## src/rtl/shot_pool_mover.sv

```systemverilog
// shot_pool_mover: multi-slot player projectile engine with fire cooldown.
// Optional SHOT_WALL_BOUNCE_EN: one side-wall bounce per shot before retiring.
`default_nettype none

module shot_pool_mover #(
  parameter int NUM_SHOTS       = 4,
  parameter int FP_SHIFT        = 6,
  parameter int SPD_STRAIGHT    = 100,
  parameter int SPD_LATERAL     = 30,
  parameter int SPD_ANGLED      = 70,
  parameter int PU_SPD_STRAIGHT = 170,
  parameter int PU_SPD_LATERAL  = 50,
  parameter int PU_SPD_ANGLED   = 110,
  parameter int Y_MIN           = 2,
  parameter int X_MIN           = 1,
  parameter int X_MAX           = 639,
  parameter int PARK_X          = 781,
  parameter int PARK_Y          = 781,
  parameter int COOLDOWN_FRAMES = 4
) (
  input  logic                          clk,
  input  logic                          resetN,
  input  logic                          startOfFrame,
  input  logic                          pause,
  input  logic                          triggerShot,
  input  logic [2:0]                    shotDirection,
  input  logic                          poweredUp,
  input  logic signed [10:0]            player_topLeftX,
  input  logic signed [10:0]            player_topLeftY,
  input  logic [NUM_SHOTS-1:0]          shotCollision,
  output logic [11*NUM_SHOTS-1:0]       shotX,
  output logic [11*NUM_SHOTS-1:0]       shotY,
  output logic [NUM_SHOTS-1:0]          shotActive,
  output logic [3*NUM_SHOTS-1:0]        draw_shot_dir,
  output logic                          fireAccept,
  output logic                          poolFull
);

  localparam int SLOT_W = (NUM_SHOTS > 1) ? $clog2(NUM_SHOTS) : 1;
  localparam int CD_W   = (COOLDOWN_FRAMES > 0) ? $clog2(COOLDOWN_FRAMES + 1) : 1;
  localparam logic [CD_W-1:0]   CD_LOAD   = CD_W'(COOLDOWN_FRAMES);
  localparam logic signed [31:0] PARK_X_FP = 32'(PARK_X) <<< FP_SHIFT;
  localparam logic signed [31:0] PARK_Y_FP = 32'(PARK_Y) <<< FP_SHIFT;
  localparam logic signed [31:0] X_MIN_FP  = 32'(X_MIN) <<< FP_SHIFT;
  localparam logic signed [31:0] X_MAX_FP  = 32'(X_MAX) <<< FP_SHIFT;

  typedef enum logic {S_IDLE = 1'b0, S_FLYING = 1'b1} slot_state_t;

  slot_state_t        r_state [NUM_SHOTS];
  logic signed [31:0] r_px    [NUM_SHOTS];
  logic signed [31:0] r_py    [NUM_SHOTS];
  logic signed [31:0] r_vx    [NUM_SHOTS];
  logic signed [31:0] r_vy    [NUM_SHOTS];
  logic [2:0]         r_dir   [NUM_SHOTS];
  logic [CD_W-1:0]    r_cd;
  logic               r_trig_d;
  logic               r_fire;

  slot_state_t        w_state_nxt [NUM_SHOTS];
  logic signed [31:0] w_px_nxt    [NUM_SHOTS];
  logic signed [31:0] w_py_nxt    [NUM_SHOTS];
  logic signed [31:0] w_vx_nxt    [NUM_SHOTS];
  logic signed [31:0] w_vy_nxt    [NUM_SHOTS];
  logic [2:0]         w_dir_nxt   [NUM_SHOTS];
  logic signed [31:0] w_nx        [NUM_SHOTS];
  logic signed [31:0] w_ny        [NUM_SHOTS];
  logic signed [31:0] w_nxp       [NUM_SHOTS];
  logic signed [31:0] w_nyp       [NUM_SHOTS];
  logic               w_retire    [NUM_SHOTS];
  logic [CD_W-1:0]    w_cd_nxt;
  logic               w_trig_rise;
  logic               w_launch;
  logic               w_alloc_ok;
  logic [SLOT_W-1:0]  w_alloc_idx;
  logic signed [31:0] w_lx;
  logic signed [31:0] w_ly;
  logic signed [31:0] w_lvx;
  logic signed [31:0] w_lvy;
  logic [2:0]         w_ldir;
  logic signed [31:0] w_spd_s;
  logic signed [31:0] w_spd_l;
  logic signed [31:0] w_spd_a;

`ifdef SHOT_WALL_BOUNCE_EN
  logic r_bounced     [NUM_SHOTS];
  logic w_bounced_nxt [NUM_SHOTS];
`endif

  assign w_trig_rise = triggerShot & ~r_trig_d;
  assign w_lx = {{21{player_topLeftX[10]}}, player_topLeftX} <<< FP_SHIFT;
  assign w_ly = {{21{player_topLeftY[10]}}, player_topLeftY} <<< FP_SHIFT;
  assign w_spd_s = poweredUp ? 32'(PU_SPD_STRAIGHT) : 32'(SPD_STRAIGHT);
  assign w_spd_l = poweredUp ? 32'(PU_SPD_LATERAL)  : 32'(SPD_LATERAL);
  assign w_spd_a = poweredUp ? 32'(PU_SPD_ANGLED)   : 32'(SPD_ANGLED);

  always_comb begin
    w_lvx  = '0;
    w_lvy  = w_spd_s;
    w_ldir = 3'b010;
    case (shotDirection)
      3'b001: begin w_lvx = w_spd_l;  w_lvy = w_spd_a; w_ldir = 3'b001; end
      3'b100: begin w_lvx = -w_spd_l; w_lvy = w_spd_a; w_ldir = 3'b100; end
      default: ;
    endcase
  end

  // Lowest-index idle slot wins; uses registered state, so a slot retiring
  // this cycle only becomes allocatable next cycle.
  always_comb begin
    w_alloc_ok  = 1'b0;
    w_alloc_idx = '0;
    for (int i = NUM_SHOTS - 1; i >= 0; i--) begin
      if (r_state[i] == S_IDLE) begin
        w_alloc_ok  = 1'b1;
        w_alloc_idx = SLOT_W'(i);
      end
    end
  end

  assign w_launch = w_trig_rise && !pause && (r_cd == '0) && w_alloc_ok;

  always_comb begin
    w_cd_nxt = r_cd;
    if (w_launch)
      w_cd_nxt = CD_LOAD;
    else if (startOfFrame && !pause && (r_cd != '0))
      w_cd_nxt = r_cd - CD_W'(1);
  end

  always_comb begin
    for (int i = 0; i < NUM_SHOTS; i++) begin
      w_state_nxt[i] = r_state[i];
      w_px_nxt[i]    = r_px[i];
      w_py_nxt[i]    = r_py[i];
      w_vx_nxt[i]    = r_vx[i];
      w_vy_nxt[i]    = r_vy[i];
      w_dir_nxt[i]   = r_dir[i];
      w_retire[i]    = 1'b0;
`ifdef SHOT_WALL_BOUNCE_EN
      w_bounced_nxt[i] = r_bounced[i];
`endif
      w_ny[i]  = r_py[i] - r_vy[i];
      w_nx[i]  = r_px[i] + r_vx[i];
      w_nyp[i] = w_ny[i] >>> FP_SHIFT;
      w_nxp[i] = w_nx[i] >>> FP_SHIFT;

      if (r_state[i] == S_IDLE) begin
        if (w_launch && (w_alloc_idx == SLOT_W'(i))) begin
          w_state_nxt[i] = S_FLYING;
          w_px_nxt[i]    = w_lx;
          w_py_nxt[i]    = w_ly;
          w_vx_nxt[i]    = w_lvx;
          w_vy_nxt[i]    = w_lvy;
          w_dir_nxt[i]   = w_ldir;
`ifdef SHOT_WALL_BOUNCE_EN
          w_bounced_nxt[i] = 1'b0;
`endif
        end
      end else begin
        if (shotCollision[i]) begin
          w_retire[i] = 1'b1;
        end else if (startOfFrame && !pause) begin
          if (w_nyp[i] < Y_MIN) begin
            w_retire[i] = 1'b1;
          end else if ((w_nxp[i] < X_MIN) || (w_nxp[i] > X_MAX)) begin
`ifdef SHOT_WALL_BOUNCE_EN
            if (r_bounced[i]) begin
              w_retire[i] = 1'b1;
            end else begin
              w_bounced_nxt[i] = 1'b1;
              w_vx_nxt[i]      = -r_vx[i];
              w_px_nxt[i]      = (w_nxp[i] < X_MIN) ? X_MIN_FP : X_MAX_FP;
              w_py_nxt[i]      = w_ny[i];
            end
`else
            w_retire[i] = 1'b1;
`endif
          end else begin
            w_px_nxt[i] = w_nx[i];
            w_py_nxt[i] = w_ny[i];
          end
        end
      end

      if (w_retire[i]) begin
        w_state_nxt[i] = S_IDLE;
        w_px_nxt[i]    = PARK_X_FP;
        w_py_nxt[i]    = PARK_Y_FP;
        w_vx_nxt[i]    = '0;
        w_vy_nxt[i]    = '0;
        w_dir_nxt[i]   = 3'b000;
      end
    end
  end

  always_ff @(posedge clk or negedge resetN) begin
    if (!resetN) begin
      for (int i = 0; i < NUM_SHOTS; i++) begin
        r_state[i] <= S_IDLE;
        r_px[i]    <= PARK_X_FP;
        r_py[i]    <= PARK_Y_FP;
        r_vx[i]    <= '0;
        r_vy[i]    <= '0;
        r_dir[i]   <= 3'b000;
`ifdef SHOT_WALL_BOUNCE_EN
        r_bounced[i] <= 1'b0;
`endif
      end
      r_cd     <= '0;
      r_trig_d <= 1'b0;
      r_fire   <= 1'b0;
    end else begin
      for (int i = 0; i < NUM_SHOTS; i++) begin
        r_state[i] <= w_state_nxt[i];
        r_px[i]    <= w_px_nxt[i];
        r_py[i]    <= w_py_nxt[i];
        r_vx[i]    <= w_vx_nxt[i];
        r_vy[i]    <= w_vy_nxt[i];
        r_dir[i]   <= w_dir_nxt[i];
`ifdef SHOT_WALL_BOUNCE_EN
        r_bounced[i] <= w_bounced_nxt[i];
`endif
      end
      r_cd     <= w_cd_nxt;
      r_trig_d <= triggerShot;
      r_fire   <= w_launch;
    end
  end

  generate
    for (genvar g = 0; g < NUM_SHOTS; g++) begin : g_out
      assign shotX[11*g +: 11]        = r_px[g][FP_SHIFT +: 11];
      assign shotY[11*g +: 11]        = r_py[g][FP_SHIFT +: 11];
      assign shotActive[g]            = (r_state[g] == S_FLYING);
      assign draw_shot_dir[3*g +: 3]  = r_dir[g];
    end
  endgenerate

  assign fireAccept = r_fire;
  assign poolFull   = &shotActive;

endmodule

`default_nettype wire
```

## config.mk

```make
export PLATFORM = sky130hd
export DESIGN_NAME = shot_pool_mover
export DESIGN_NICKNAME = d
export VERILOG_FILES = /design/src/rtl/shot_pool_mover.sv
export SDC_FILE = /design/constraint.sdc
export NUM_CORES = 1
export LEC_CHECK = 0
export CORE_AREA = 2 2 218 220
export CTS_BUF_LIST = sky130_fd_sc_hd__clkbuf_8
export DETAILED_ROUTE_END_ITERATION = 10
export DIE_AREA = 0 0 220 222
export HOLD_SLACK_MARGIN = 0.03
export PLACE_DENSITY = 0.74
export RECOVER_POWER = 25
export SETUP_SLACK_MARGIN = 0.5
export SYNTH_ARGS = -nofsm -noshare
export SYNTH_HDL_FRONTEND = slang
export SYNTH_SLANG_ARGS = --single-unit
```

## constraint.sdc

```tcl
create_clock -name clk -period 6.4 [get_ports clk]
set_clock_uncertainty 0.05 [all_clocks]
set_input_delay 1.28 -clock clk [delete_from_list [all_inputs] [get_ports clk]]
set_output_delay 1.28 -clock clk [all_outputs]
set_load 0.05 [all_outputs]
```

Word-level counts from Yosys, hierarchy flattened
Index checks and enable logic that the tools add are counted.
- bits in registers: 533
- latch bits: 0
- bits in writable memories: 0
- ROM bits: 0
- input port bits: 35
- output and inout bits: 106
- logic and storage cells: 252
- memories: 0
- add/sub/neg operators: 10
- multiply operators: 0
- div/mod/pow operators: 0
- order comparisons: 12
- equal/unequal tests: 25
- shifts and indexed selects: 0
- muxes and demuxes: 140
- bitwise gates (word level): 2
- reductions and logical operators: 36
- operator list (operator ; number):
    $mux 32 ; 80
    $add 32x32->32 ; 4
    $sub 32x32->32 ; 4
    $gt 26x11->1 const B ; 4
    $lt 26x2->1 const B ; 4
    $lt 26x3->1 const B ; 4
    $pmux 32 s2 ; 1
    $mux 3 ; 14
    $mux 1 ; 36
    $neg 6->32 ; 1
    $ne 3x3->1 const B ; 8
    $reduce_and 5->1 ; 4
    $mux 8 ; 2
    $reduce_bool 3->1 ; 5
    $mux 6 ; 2
    $ne 3x1->1 const B ; 4
    $ne 3x2->1 const B ; 4
    $reduce_bool 2->1 ; 5
    $logic_and 1x1->1 ; 9
    $mux 2 ; 4
    $ne 2x1->1 const B ; 4
    $reduce_and 2->1 ; 4
    $pmux 3 s2 ; 1
    $eq 2x2->1 const B ; 2
    12 further kinds ; 15

Logic depth before layout (Yosys ltp)
- depth in word-level cells: 10
- gate-level depth with buffers: 17
- depth with buffers taken out: 15

Worst setup path before layout
OpenSTA, ideal clock, no wires.
- path kind: reg2reg
- from: reg r_py[33] in the netlist's numbering
- to: reg r_py[56] in the netlist's numbering
- library setup time: 99 ps
- arrival: 4417 ps
- required time: 6251 ps
- setup slack: 1834 ps
- stages on the path, launching flop included: 18
- buffers on the path: 2
- period minus slack after synthesis: 4566 ps
- cells stage by stage: dfrtp_1 inv_1 ha_1 inv_1 fa_1 a211oi_1 o2111ai_1 nor4b_1 xnor2_1 o2111ai_1 nor4_1 nand4b_1 or4_1 or4_1 and3_1 clkbuf_1 buf_2 a311oi_1
- longest elaborated chain between the ends: 8
- elaborated cells on any way between the ends: 18
- those cells by class: add/sub (1); order compare (1); eq/ne (4); mux (10); reduce/logical (2)
- ends and longest elaborated chain (what ; line ; RTL):
    start: declaration ; 51 ; logic signed [31:0] r_py [NUM_SHOTS];
    start signal: indexed assignment ; 216 ; r_py[i] <= w_py_nxt[i];
    $sub 32x32->32 * ; 142 ; w_ny[i] = r_py[i] - r_vy[i];
    $lt 26x3->1 ; 163 ; if (w_nyp[i] < Y_MIN) begin
    $mux 1 ; 163 ;
    $mux 1 ; 162 ; end else if (startOfFrame && !pause) begin
    $mux 1 ; 160 ; if (shotCollision[i]) begin
    $mux 1 ; 147 ; if (r_state[i] == S_IDLE) begin
    $ne 3x3->1 (no source line), or another cell as far along ; n/a ;
    $reduce_and 5->1 (no source line) ; n/a ;
Mark *: on every way between the ends. The rest lies on a longest branch, timed or not. The select of a mux whose other input is x is not followed.
A chain may end at the register's enable or synchronous reset.

Worst setup path in the final report
- from: reg r_py[33] in the netlist's numbering
- to: reg r_py[58] in the netlist's numbering
Same word-level chain as after synthesis.

==> flow_summary.ini <==
[setup_path]
cp.arrival_ps = 5960
cp-end-kind = register
cp-startpoint = r_py[33]
timing.rr.start = r_py[33]
critPathKind = register to register
cp_max_fo = 31
required_ps = 6920
startpoint_type = register

[floorplan]
die_y_um = 222
core_um2 = 46260
die-area_um2 = 48840
die_w_um = 220
num_rows = 79
ios = 141
initial_core_util_pct = 54.78

[final_layout]
final_cell_mix = nand2_1 (293), nor2_1 (261), dfrtp_1 (261)
fin_nets = 3291
design_area_um2 = 27790
drive_above_1_share_pct = 7.299
fin_util_pct = 60.08
area_growth_pct = 9.667
layout_commonest_cell = nand2_1
fillers = 4157

[clock_network]
cts_setup_buffers = 0
clock_latency_ps = 690
clock_sinks = 301
clk_pin_slew_worst_paths_ps = 60
cts.htree.levels = 2
cts_tree = yes
cts_made_buffers = 58
cts_hold_buf = 0
cts_resized = 0
clockBufferDepth = 3
cts-root-buf = clkbuf_8

[placed_design]
gp_congestion = 0.9622
placed_cell_area_um2 = 26490
pre_cts_ws_ps = 1093
place_hpwl_mm = 57.29
port_buffers = 140

[detailed_routing]
met1_length_mm = 35.63
finalWirelength_mm = 79.74
met3_length_mm = 6.056
drcViolationCount = 0
postRouteAntennaNets = 0
top_layer = met4
routed_via_density = 6.527
wl_met2_mm = 34.98
routedWlPerCell_um = 21.21
drt-initial-drc-count = 2576
dr.pass1.iters = 5
vias = 24536

[yosys]
synth_nets = 3315
synthMuxAreaShare_pct = 1.037
synth_ff_type = dfrtp_1
synth_compound_area_share_pct = 27.79
async_flop_share_pct = 100.0
syn_area_per_cell_um2 = 8.107
synth_top_family_by_area = compound AO/OA/AOI/OAI gates
yosysSeqAreaShare_pct = 29.92
synth_seq_cells = 301
synth-simple-area-share_pct = 22.66
syn_area_um2 = 25340
yosysUniqueCellTypes = 87
syn_inst = 3126
synth_fa_ha_area_share_pct = 7.840
synthXorXnorAreaFrac_pct = 4.043
yosysWarningCount = 0
synth_edf_count = 0

[timing]
setup_violations = 0
worst_hold_slack_ps = 425.4
setup_tns_ps = 0
rsz0062_at_grt = no
min_period_ps = 5433
finalMaxSlewViolations = 96
tightest_slew_ps = 4699
fmax_mhz = 184.0
hold_viol_final = 0
post-route-period-util_pct = 84.90
max_slew_margin_pct = -213.3
worst_slack_ps = 966.6

[outcome]
status = complete, but fails checks
violations = capacitance limit, slew limit

[job]
max_cap_violations = 1

[power]
peakVddDrop_uv = 315.1
powerDensity_nw_per_um2 = 319.2
leakage_uw = 0.01219

[global_route]
grt_first_pass_wirelength_mm = 126.9
globalRouteTotalUtil_pct = 32.24
grt_pass1_vias = 23236
grt_max_degree = 165
grt_overflow_total = 0
antenna_found_initial = 0

[hold_path]
hp-start = shotX[11]
hold_path.class = register to register
flip-flops by register name (all words and copies together) (netlist names):
name	cells
draw_shot_dir	8
r_py	80
shotActive	4
r_cd	3
shotY	44
r_px	80
r_vx	16
fireAccept	1
r_trig_d	1
shotX	44
r_vy	20
synthesized netlist by cell type, types with 14 or more instances:
| cell type | count | share of area [%] |
|---|---|---|
| a211o_1 | 29 | 1.0 |
| a211oi_1 | 46 | 1.4 |
| a21o_1 | 88 | 2.6 |
| a21oi_1 | 239 | 4.7 |
| a22o_1 | 23 | 0.79 |
| a22oi_1 | 20 | 0.59 |
| a311oi_1 | 26 | 0.90 |
| a31oi_1 | 36 | 0.89 |
| and2_1 | 25 | 0.62 |
| and3_1 | 33 | 0.81 |
| buf_1 | 14 | 0.21 |
| buf_4 | 96 | 2.8 |
| clkbuf_1 | 144 | 2.1 |
| dfrtp_1 | 261 | 26 |
| dfstp_2 | 40 | 4.1 |
| ha_1 | 146 | 7.2 |
| inv_1 | 88 | 1.3 |
| mux2i_1 | 24 | 0.95 |
| nand2_1 | 294 | 4.4 |
| nand2b_1 | 28 | 0.69 |
| nand3_1 | 87 | 1.7 |
| nand4_1 | 58 | 1.4 |
| nor2_1 | 262 | 3.9 |
| nor2b_1 | 33 | 0.81 |
| nor3_1 | 101 | 2.0 |
| nor3b_1 | 14 | 0.41 |
| nor4_1 | 46 | 1.1 |
| o211ai_1 | 31 | 0.92 |
| o21a_1 | 91 | 2.7 |
| o21ai_0 | 138 | 2.7 |
| o21ai_1 | 44 | 0.87 |
| o21bai_1 | 15 | 0.44 |
| o22ai_1 | 31 | 0.77 |
| o2bb2ai_1 | 18 | 0.62 |
| o31ai_1 | 35 | 1.0 |
| or2_2 | 14 | 0.35 |
| or3_1 | 50 | 1.2 |
| or4_1 | 24 | 0.71 |
| xnor2_1 | 72 | 2.5 |
| xor2_1 | 45 | 1.6 |
final timing paths:
kind,slack [ps],to,depth (start not counted)
max,970,r_py[58],16
min,430,shotX[11],2
max reg2reg,970,r_py[58],16
min reg2reg,430,shotX[11],2
max in group asynchronous,1270,r_py[3],1
min in group asynchronous,2310,r_px[88],1
metal layers:
metal / up-vias / track usage [%]
li1: 11587 / -
met2: 977 / 48.51
met3: 172 / 5.995
met1: 11800 / 45.62
met4: 0 / 12.67
met5: - / 0
metrics by stage:
stage               power, uW  instances
global placement         6541       3649
global route             9397       3758
floorplan                5682       3126
CTS                      8849       3758
finish                   8871       3759
detailed placement       6623       3649
cells by family (layout without fill, tap and decap cells):
family / count (synthesis) / after routing
flip-flops: 301 / 301
XOR/XNOR: 117 / 117
multiplexers: 26 / 26
AND/OR/NAND/NOR: 1131 / 1131
adder cells (fa/ha/maj): 154 / 154
buffers and inverters: 354 / 379
other: 0 / 1
AO/OA/AOI/OAI: 1043 / 1043
critical path, cell delays in order, from the launching register on:
cell       delay (ps)
dfrtp_1           380
inv_1              60
ha_1              160
inv_1              70
fa_1              400
a211oi_1          550
o2111ai_1         400
nor4b_1           490
xnor2_1           180
o2111ai_1         130
nor4_1            180
nand4b_1          130
or4_1             550
or4_1             540
buf_4             250
and3_1            420
a311oi_1          370
layout make-up:
cell class / instances / area (um2) / share of cell area, %
clock buffer: 67 / 922.1 / 3.318
multi-input combinational: 2471 / 16090 / 57.88
antenna: 1 / 2.502 / 0.009004
tap: 607 / 759.5 / 2.733
inverter: 89 / 334.1 / 1.202
sequential: 301 / 7582 / 27.28
timing repair buffer: 181 / 1724 / 6.204
clock inverter: 42 / 380.4 / 1.369
power breakdown:
part / switching (uW) / internal, uW / leakage, uW
registers: 447 / 2280 / 0.00388
logic: 2490 / 1480 / 0.00757
clock network: 939 / 1250 / 0.000735
total: 3870 / 5000 / 0.0122
Note: power is estimated with default switching activity, not from simulation.
